==> src/rtl/palette_fx_ctrl.sv <==
// Palette effects controller: index-range rotation, fade-out/hold/fade-in
// sequencing and registered, attenuated 12-bit RGB output.
module palette_fx_ctrl #(
    parameter int unsigned CYCLE_LO         = 9,
    parameter int unsigned CYCLE_HI         = 11,
    parameter int unsigned CYCLE_PERIOD     = 8,
    parameter int unsigned FADE_STEP_FRAMES = 2,
    parameter int unsigned HOLD_FRAMES      = 16
) (
    input  logic       clk,
    input  logic       reset,
    input  logic       frame_start,
    input  logic       fade_req,
    input  logic [3:0] pixel_index,
    output logic [3:0] rom_index,
    input  logic [3:0] rom_red,
    input  logic [3:0] rom_green,
    input  logic [3:0] rom_blue,
    output logic [3:0] red,
    output logic [3:0] green,
    output logic [3:0] blue,
    output logic [3:0] fade_level,
    output logic       fade_busy
);

    localparam logic [4:0]  LO5       = 5'(CYCLE_LO);
    localparam logic [4:0]  HI5       = 5'(CYCLE_HI);
    localparam logic [4:0]  N5        = 5'(CYCLE_HI - CYCLE_LO + 1);
    localparam logic [15:0] CYC_LAST  = 16'(CYCLE_PERIOD - 1);
    localparam logic [15:0] STEP_LAST = 16'(FADE_STEP_FRAMES - 1);
    localparam logic [15:0] HOLD_LAST = 16'(HOLD_FRAMES - 1);

    typedef enum logic [1:0] {
        ST_RUN,
        ST_FADE_OUT,
        ST_HOLD,
        ST_FADE_IN
    } state_t;

    state_t      state_q, state_d;
    logic [3:0]  phase_q, phase_d;
    logic [15:0] cyc_cnt_q, cyc_cnt_d;
    logic [15:0] st_cnt_q, st_cnt_d;
    logic [3:0]  level_q, level_d;
    logic        busy_q, busy_d;
    logic [3:0]  red_q, red_d;
    logic [3:0]  green_q, green_d;
    logic [3:0]  blue_q, blue_d;

    logic [4:0]  pix5;
    logic [4:0]  offset;
    logic [4:0]  remapped;
    logic        in_range;

    function automatic logic [3:0] sat_sub(input logic [3:0] a, input logic [3:0] b);
        return (a > b) ? (a - b) : 4'd0;
    endfunction

    // Rotation runs regardless of the fade state.
    always_comb begin
        phase_d   = phase_q;
        cyc_cnt_d = cyc_cnt_q;
        if (frame_start) begin
            if (cyc_cnt_q == CYC_LAST) begin
                cyc_cnt_d = '0;
                phase_d   = ({1'b0, phase_q} == N5 - 5'd1) ? 4'd0 : phase_q + 4'd1;
            end else begin
                cyc_cnt_d = cyc_cnt_q + 16'd1;
            end
        end
    end

    // Offset is at most 2N-2, so a single conditional subtract wraps it.
    always_comb begin
        pix5     = {1'b0, pixel_index};
        offset   = pix5 - LO5 + {1'b0, phase_q};
        if (offset >= N5) begin
            offset = offset - N5;
        end
        remapped = LO5 + offset;
        in_range = (pix5 >= LO5) && (pix5 <= HI5);
        rom_index = in_range ? remapped[3:0] : pixel_index;
    end

    always_comb begin
        state_d  = state_q;
        st_cnt_d = st_cnt_q;
        level_d  = level_q;
        unique case (state_q)
            ST_RUN: begin
                level_d = 4'd0;
                if (fade_req) begin
                    state_d  = ST_FADE_OUT;
                    st_cnt_d = '0;
                end
            end
            ST_FADE_OUT: begin
                if (frame_start) begin
                    if (st_cnt_q == STEP_LAST) begin
                        st_cnt_d = '0;
                        level_d  = level_q + 4'd1;
                        if (level_q == 4'd14) begin
                            state_d = ST_HOLD;
                        end
                    end else begin
                        st_cnt_d = st_cnt_q + 16'd1;
                    end
                end
            end
            ST_HOLD: begin
                level_d = 4'd15;
                if (frame_start) begin
                    if (st_cnt_q == HOLD_LAST) begin
                        st_cnt_d = '0;
                        state_d  = ST_FADE_IN;
                    end else begin
                        st_cnt_d = st_cnt_q + 16'd1;
                    end
                end
            end
            ST_FADE_IN: begin
                if (frame_start) begin
                    if (st_cnt_q == STEP_LAST) begin
                        st_cnt_d = '0;
                        level_d  = level_q - 4'd1;
                        if (level_q == 4'd1) begin
                            state_d = ST_RUN;
                        end
                    end else begin
                        st_cnt_d = st_cnt_q + 16'd1;
                    end
                end
            end
            default: begin
                state_d  = ST_RUN;
                st_cnt_d = '0;
                level_d  = 4'd0;
            end
        endcase
        busy_d = (state_d != ST_RUN);
    end

    always_comb begin
        red_d   = sat_sub(rom_red, level_q);
        green_d = sat_sub(rom_green, level_q);
        blue_d  = sat_sub(rom_blue, level_q);
    end

    always_ff @(posedge clk) begin
        if (reset) begin
            state_q   <= ST_RUN;
            phase_q   <= '0;
            cyc_cnt_q <= '0;
            st_cnt_q  <= '0;
            level_q   <= '0;
            busy_q    <= 1'b0;
            red_q     <= '0;
            green_q   <= '0;
            blue_q    <= '0;
        end else begin
            state_q   <= state_d;
            phase_q   <= phase_d;
            cyc_cnt_q <= cyc_cnt_d;
            st_cnt_q  <= st_cnt_d;
            level_q   <= level_d;
            busy_q    <= busy_d;
            red_q     <= red_d;
            green_q   <= green_d;
            blue_q    <= blue_d;
        end
    end

    assign red        = red_q;
    assign green      = green_q;
    assign blue       = blue_q;
    assign fade_level = level_q;
    assign fade_busy  = busy_q;

endmodule

==> config.mk <==
export PLATFORM = sky130hd
export DESIGN_NAME = palette_fx_ctrl
export DESIGN_NICKNAME = d
export VERILOG_FILES = /design/src/rtl/palette_fx_ctrl.sv
export SDC_FILE = /design/constraint.sdc
export NUM_CORES = 1
export LEC_CHECK = 0
export ABC_AREA = 1
export BUFFER_PORTS_ARGS = -buffer_cell sky130_fd_sc_hd__buf_4
export CAP_MARGIN = 20
export CORE_UTILIZATION = 40
export DETAILED_ROUTE_END_ITERATION = 16
export HOLD_SLACK_MARGIN = 0.05
export PLACE_DENSITY = 0.65
export SYNTH_ARGS = -nofsm -noshare
export SYNTH_HDL_FRONTEND = slang
export SYNTH_SLANG_ARGS = --single-unit
==> constraint.sdc <==
create_clock -name clk -period 5.9 [get_ports clk]
set_input_delay 1.77 -clock clk [delete_from_list [all_inputs] [get_ports clk]]
set_output_delay 1.77 -clock clk [all_outputs]
set_load 0.01 [all_outputs]
==> results_dict.tcl, run 1 <==
set metrics [dict create \
    status "finished, final reports clean" \
    ys_warn_count 0 \
    grt_pass1_wl_um 13500 \
    drt_iter0_drc 77 \
    async_flop_share 0 \
    p_sw_mw 0.309 \
    grt_max_degree 18 \
    crit_path_max_incr_delay_ns 0.52 \
    crit_type "primary input to output port" \
    finalHoldViolations 0 \
    ant_nets 0 \
    worst_pin_slew_ns 0.520 \
    syn_area_per_cell_um2 7.15 \
    numCtsBuffers 5 \
    drv_slew 0 \
    endpoint_kind "output port" \
    final_util 0.493 \
    crit_path_end "rom_index[2]" \
    antenna_found_initial 0 \
    die_h_um 96.4 \
    leakagePower_nw 1.91 \
    yosys.area.top_type "dfxtp_1" \
    cp.depth 19 \
    diodes 0 \
    fp.coreArea_um2 8680 \
    clock_latency_ns 0.31 \
    layout_commonest_cell "nand2_1" \
    synth_edf_count 0 \
    cts_sinks 55 \
    grt_use_total 0.183 \
    n_fill_cell 863 \
    setup_ws_ns 0.0453 \
    start_util 0.410 \
    die-area_um2 9290 \
    pre_cts_slack_ns -0.102 \
    cap_viol_max_count 0 \
    final_cell_mix "84 x nand2_1, 74 x inv_1, 59 x nor2_1" \
    syn-cell-area_um2 3560 \
    skew_ns 0.0119 \
    min_period_ns 5.85 \
    drt_wl_total_um 7800 \
    yosys-top-cells-area "dfxtp_1 31%, ha_1 9.8%, nand2_1 9.5%" \
    slowest_stage "fa_1" \
    drt-pass1-iter-count 4 \
    reg2regPathDepth 8 \
    r2r_start "fade_level[0]$_SDFFE_PP0P_" \
    crit_arrival_ns 4.08 \
    syn-instance-count 498 \
    synth-main-ff-cell "dfxtp_1" \
    synth_nets 550 \
    hp-class "register to register" \
    cts_root_buf "clkbuf_8" \
    crit_fanout 3 \
    clockBufferDepth 2 \
    crit_family "adder cells" \
    ys_types 40 \
    p_seq_frac 0.433 \
    rsz0062_at_grt "true" \
    ys_ff_latch 55 \
    worstPathCellList "buf_8 -> inv_4 -> ha_4 -> inv_2 -> ha_4 -> inv_2 -> fa_1 -> inv_1 -> a21oi_2 -> nand2_1 -> nor2_2 -> nand2_2 -> nand2_2 -> nand2_4 -> ha_4 -> xor2_1 -> nand2_1 -> nand2_1 -> buf_6" \
    wl_per_cell_um 11.9 \
    cts.clk_slew.worst_paths_ns 0.11 \
    io_pins 41 \
    clock.fmax_mhz 171 \
    crit_buf_inv 6 \
    rr_endpoint "blue[3]$_SDFF_PP0_" \
    r2r_slack_ns 3.98 \
    p_comb_frac 0.289 \
    max-vdd-ir-drop_mv 0.119 \
    seq_area_frac_synth 0.309 \
    power.density_nw_per_um2 227 \
    p_sw_frac 0.319 \
    dieWidth_um 96.4 \
    port_buffers 40 \
    p_int_mw 0.661 \
    cp_data_required_time_ns 4.13 \
    rows 34 \
    holdWs_ns 0.482 \
    gp_congestion 0.850 \
    drc 0 \
    cts_htree_levels 2 \
    hpwl_um 5840 \
    p_clk_frac 0.278 \
    syn2layout_area_growth_pct 20.1 \
    cts_tree "built" \
    globalRouteOverflowTotal 0 \
    fin_crit_sh 0.992 \
    cts_hold_buf 0 \
    relSlewSlack 0.652 \
    drive_gt1_frac 0.195 \
    vias_per_cell 5.03 \
    fin_nets 600 \
    setup-tns-final_ns 0 \
    synth_top_area_frac 0.309 \
    grt_pass1_vias 3186 \
    setup_viol_count_final 0 \
    vias 3307 \
    crit_start "pixel_index[1]" \
    cp-start-kind "primary input" \
]
[tightest hold or removal path, cell delays in order, from the launching register on]
cell,delay [ns]
dfxtp_1,0.31
inv_1,0.08
a21oi_1,0.06
[logic make-up (layout without fill, tap and decap cells)]
logic type	Yosys count	count (layout)	synth area share
DFF	55	55	0.309
and+or+nand+nor	238	238	0.328
adders and majority gates	32	32	0.121
AOI/OAI and AO/OA	68	68	0.109
buffers and inverters	91	142	0.0990
xor gates and xnor gates	14	14	0.0344
[registers in the layout (all words and copies together) (netlist names), 2 cells and up]
signal,cells
cyc_cnt_q,16
st_cnt_q,16
blue,4
fade_level,4
green,4
phase_q,4
red,4
state_q,2
[metrics by stage]
stage | cells | area (um^2) | power [mW]
CTS | 657 | 4210 | 0.970
global placement | 646 | 4010 | 0.679
floorplan | 498 | 3560 | 0.595
global route | 657 | 4280 | 1.04
finish | 657 | 4280 | 0.970
detailed placement | 646 | 4010 | 0.685
[worst min path at each step]
stage,slack (ns),cells past startpoint,start,end
6_report,0.48,2,cyc_cnt_q[15]$_SDFFE_PP0P_,cyc_cnt_q[15]$_SDFFE_PP0P_
3_3_place_gp,0.46,2,cyc_cnt_q[15]$_SDFFE_PP0P_,cyc_cnt_q[15]$_SDFFE_PP0P_
4_1_cts,0.49,2,cyc_cnt_q[15]$_SDFFE_PP0P_,cyc_cnt_q[15]$_SDFFE_PP0P_
2_1_floorplan,0.44,2,cyc_cnt_q[15]$_SDFFE_PP0P_,cyc_cnt_q[15]$_SDFFE_PP0P_
5_1_grt,0.53,2,cyc_cnt_q[5]$_SDFFE_PP0P_,cyc_cnt_q[6]$_SDFFE_PP0P_
3_5_place_dp,0.47,2,cyc_cnt_q[15]$_SDFFE_PP0P_,cyc_cnt_q[15]$_SDFFE_PP0P_
[final cells by class]
type,instances,area [um^2],share of cell area
Tap cell,108,135,0.0316
Clock inverter,2,38.8,0.00907
Multi-Input combinational cell,352,2200,0.515
Timing Repair Buffer,49,394,0.0921
Clock buffer,6,82.6,0.0193
Sequential cell,55,1100,0.257
Inverter,85,322,0.0752
[power groups by stage]
stage,registers [mW],clock network [mW],logic (mW)
floorplan,0.430,0,0.165
global placement,0.428,0,0.251
detailed placement,0.428,0,0.257
CTS,0.420,0.282,0.268
global route,0.424,0.294,0.321
finish,0.420,0.270,0.281
[synthesized netlist by cell type, types with 3 or more instances]
cell and n:
nor3_1 6, nor2_1 61, dfxtp_1 55, fa_1 4, o21a_1 6, a31oi_1 3
nor3b_1 3, xor2_1 11, nand2_1 90, nor2_4 3, a211oi_1 3, buf_2 3
nand3_2 3, o211ai_1 3, xnor2_1 3, nand3_1 30, inv_1 80, nand2_2 6
a21oi_1 28, nor3_2 5, o21ai_0 19, ha_1 28, inv_2 5, nor4_4 3
nand4_1 15
[per-layer routing]
layer / GRT usage / share of wire / routed length, um / vias to the layer above
met5: 0 / 0 / 0 / -
met4: 0.0539 / 0.017 / 133 / 0
met3: 0.0344 / 0.038 / 299 / 11
met2: 0.322 / 0.48 / 3750 / 67
met1: 0.225 / 0.46 / 3610 / 1513
li1: - / - / - / 1716
[repair_timing]
item | in CTS | in global routing
buffers inserted | 3 | 1
pin swaps | 10 | 10
resized for setup | 16 | 19
endpoints found under the setup margin | 3 | 4
No activity file was read; power rests on OpenSTA's default activity.
==> run 2: changes to the inputs <==
Settings changed: CORE_MARGIN set to 2, CORE_UTILIZATION 40 to 30, PLACE_DENSITY 0.65 to 0.54.
==> run 2 against run 1 <==
The run now ends with DRC left. Clock power rose by 11%. Setup slack improved by 0.024 ns. Worst hold slack worse by 0.0088 ns. Non-clock buffer count is 3 higher. Critical path depth did not move.
==> results_dict.tcl, run 2 (synthesis results as in run 1) <==
set metrics [dict create \
    syn2layout_area_growth_pct 21.7 \
    n_fill_cell 1215 \
    min_period_ns 5.83 \
    cts_sinks 55 \
    place_area_um2 4050 \
    clock_latency_ns 0.30 \
    layout_commonest_cell "nand2_1" \
    hp-class "register to register" \
    final_cell_mix "84 x nand2_1, 76 x inv_1, 60 x nor2_1" \
    largestRegisters "cyc_cnt_q: 16 flops, st_cnt_q: 16 flops" \
    violations "DRC" \
    p_clk_frac 0.301 \
    cts.clk_slew.worst_paths_ns 0.08 \
    relSlewSlack 0.646 \
    grt_use_total 0.127 \
    power.density_nw_per_um2 229 \
    slowest_stage "fa_1" \
    antenna_found_initial 0 \
    finalHoldViolations 0 \
    crit_fanout 3 \
    start_util 0.309 \
    cts_root_buf "clkbuf_16" \
    dieWidth_um 113 \
    crit_arrival_ns 4.06 \
    rows 39 \
    clock.fmax_mhz 172 \
    port_buffers 40 \
    leakagePower_nw 1.92 \
    p_seq_frac 0.422 \
    grt_pass1_vias 3184 \
    holdWs_ns 0.473 \
    crit_top_cell "nand2_1" \
    crit_family "adder cells" \
    p_sw_mw 0.314 \
    p_int_mw 0.680 \
    drive_gt1_frac 0.192 \
    cts_hold_buf 0 \
    skew_ns 0.0105 \
    drv_slew 0 \
    globalRouteOverflowTotal 0 \
    rsz0062_at_grt "true" \
    gp_congestion 0.827 \
    drt-pass1-iter-count 10 \
    crit_type "primary input to output port" \
    cp-start-kind "primary input" \
    drt_wl_total_um 7820 \
    worstPathCellList "buf_8 -> inv_4 -> ha_4 -> inv_4 -> ha_4 -> inv_2 -> fa_1 -> inv_1 -> a21oi_2 -> nand2_1 -> nor2_2 -> nand2_2 -> nand2_1 -> nand2_2 -> ha_4 -> xor2_1 -> nand2_1 -> nand2_1 -> buf_6" \
    vias_per_cell 4.64 \
    p_comb_frac 0.277 \
    vias 3225 \
    max-vdd-ir-drop_mv 0.133 \
    setup_viol_count_final 0 \
    status "finished, violations left" \
    ant_nets 0 \
    grt_max_degree 18 \
    final_cell_area_um2 4340 \
    p_sw_frac 0.316 \
    drc 2 \
    wl_per_cell_um 11.3 \
    final_util 0.377 \
    die-area_um2 12800 \
    drt_iter0_drc 99 \
    diodes 0 \
    die_h_um 113 \
    cp_data_required_time_ns 4.13 \
    cts_tree "built" \
    numCtsBuffers 5 \
    fin_crit_sh 0.988 \
    cap_viol_max_count 0 \
    fin_nets 603 \
    fp.coreArea_um2 11500 \
    clockBufferDepth 2 \
    grt_pass1_wl_um 13700 \
    worst_pin_slew_ns 0.530 \
    crit_buf_inv 6 \
    crit_path_max_incr_delay_ns 0.51 \
    io_pins 41 \
    cts_htree_levels 2 \
    hpwl_um 5930 \
    endpoint_kind "output port" \
]
-- run 2: cell count changes in the layout (fill, tap and decap cells not counted), sizes merged --
cell      before  now
clkinvlp       0    1
buf           49   52
bufinv         1    0
-- run 2: metal layers --
layer / up-vias / wire length (um) / part of all wire / GRT usage
li1: 1729 / - / - / -
met1: 1448 / 3650 / 0.47 / 0.152
met2: 41 / 3810 / 0.49 / 0.227
met3: 7 / 261 / 0.033 / 0.0241
met4: 0 / 92 / 0.012 / 0.0447
met5: - / 0 / 0 / 0
-- run 2: worst paths after layout --
kind,start,end,slack [ns],cells after the start
max,pixel_index[1],rom_index[2],0.07,19
min,cyc_cnt_q[15]$_SDFFE_PP0P_,cyc_cnt_q[15]$_SDFFE_PP0P_,0.47,2
max reg2reg,state_q[0]$_SDFF_PP0_,st_cnt_q[12]$_SDFFE_PP0P_,4.00,9
min reg2reg,cyc_cnt_q[15]$_SDFFE_PP0P_,cyc_cnt_q[15]$_SDFFE_PP0P_,0.47,2
-- run 2: per-stage QoR --
step	worst slack [ns]	std cells	power [mW]	setup TNS (ns)
CTS	0.0150	695	1.00	0
floorplan	0.144	498	0.595	0
global placement	-0.0865	680	0.681	-0.154
global route	-0.0570	695	1.06	-0.0845
detailed placement	-0.125	680	0.684	-0.231
finish	0.0694	695	0.994	0
-- run 2: area by class of cell --
| class | instances | area, um^2 | area share |
|---|---|---|---|
| clock buffers | 6 | 129 | 0.0297 |
| clock inverters | 2 | 16.3 | 0.00375 |
| inverters | 85 | 324 | 0.0747 |
| multi-input cells | 352 | 2180 | 0.503 |
| flip-flops and latches | 55 | 1100 | 0.254 |
| well taps | 143 | 179 | 0.0413 |
| repair buffers | 52 | 405 | 0.0935 |
-- run 2: repair_timing --
action | CTS | global route
buffers inserted | 7 | 0
resized for setup | 14 | 13
pin swaps | 9 | 15
setup endpoints to repair | 3 | 4
-- run 2: worst min-delay path, stage by stage (launching register included) --
cell and delay (ns):
dfxtp_1 0.30, inv_1 0.07, a21oi_1 0.06
-- run 2: power by group through the flow --
| stage | logic [mW] | registers (mW) | clock network (mW) |
|---|---|---|---|
| 4_1_cts | 0.271 | 0.420 | 0.310 |
| 3_5_place_dp | 0.256 | 0.428 | 0 |
| 6_report | 0.276 | 0.419 | 0.299 |
| 5_1_grt | 0.313 | 0.423 | 0.323 |
| 3_3_place_gp | 0.253 | 0.428 | 0 |
| 2_1_floorplan | 0.165 | 0.430 | 0 |
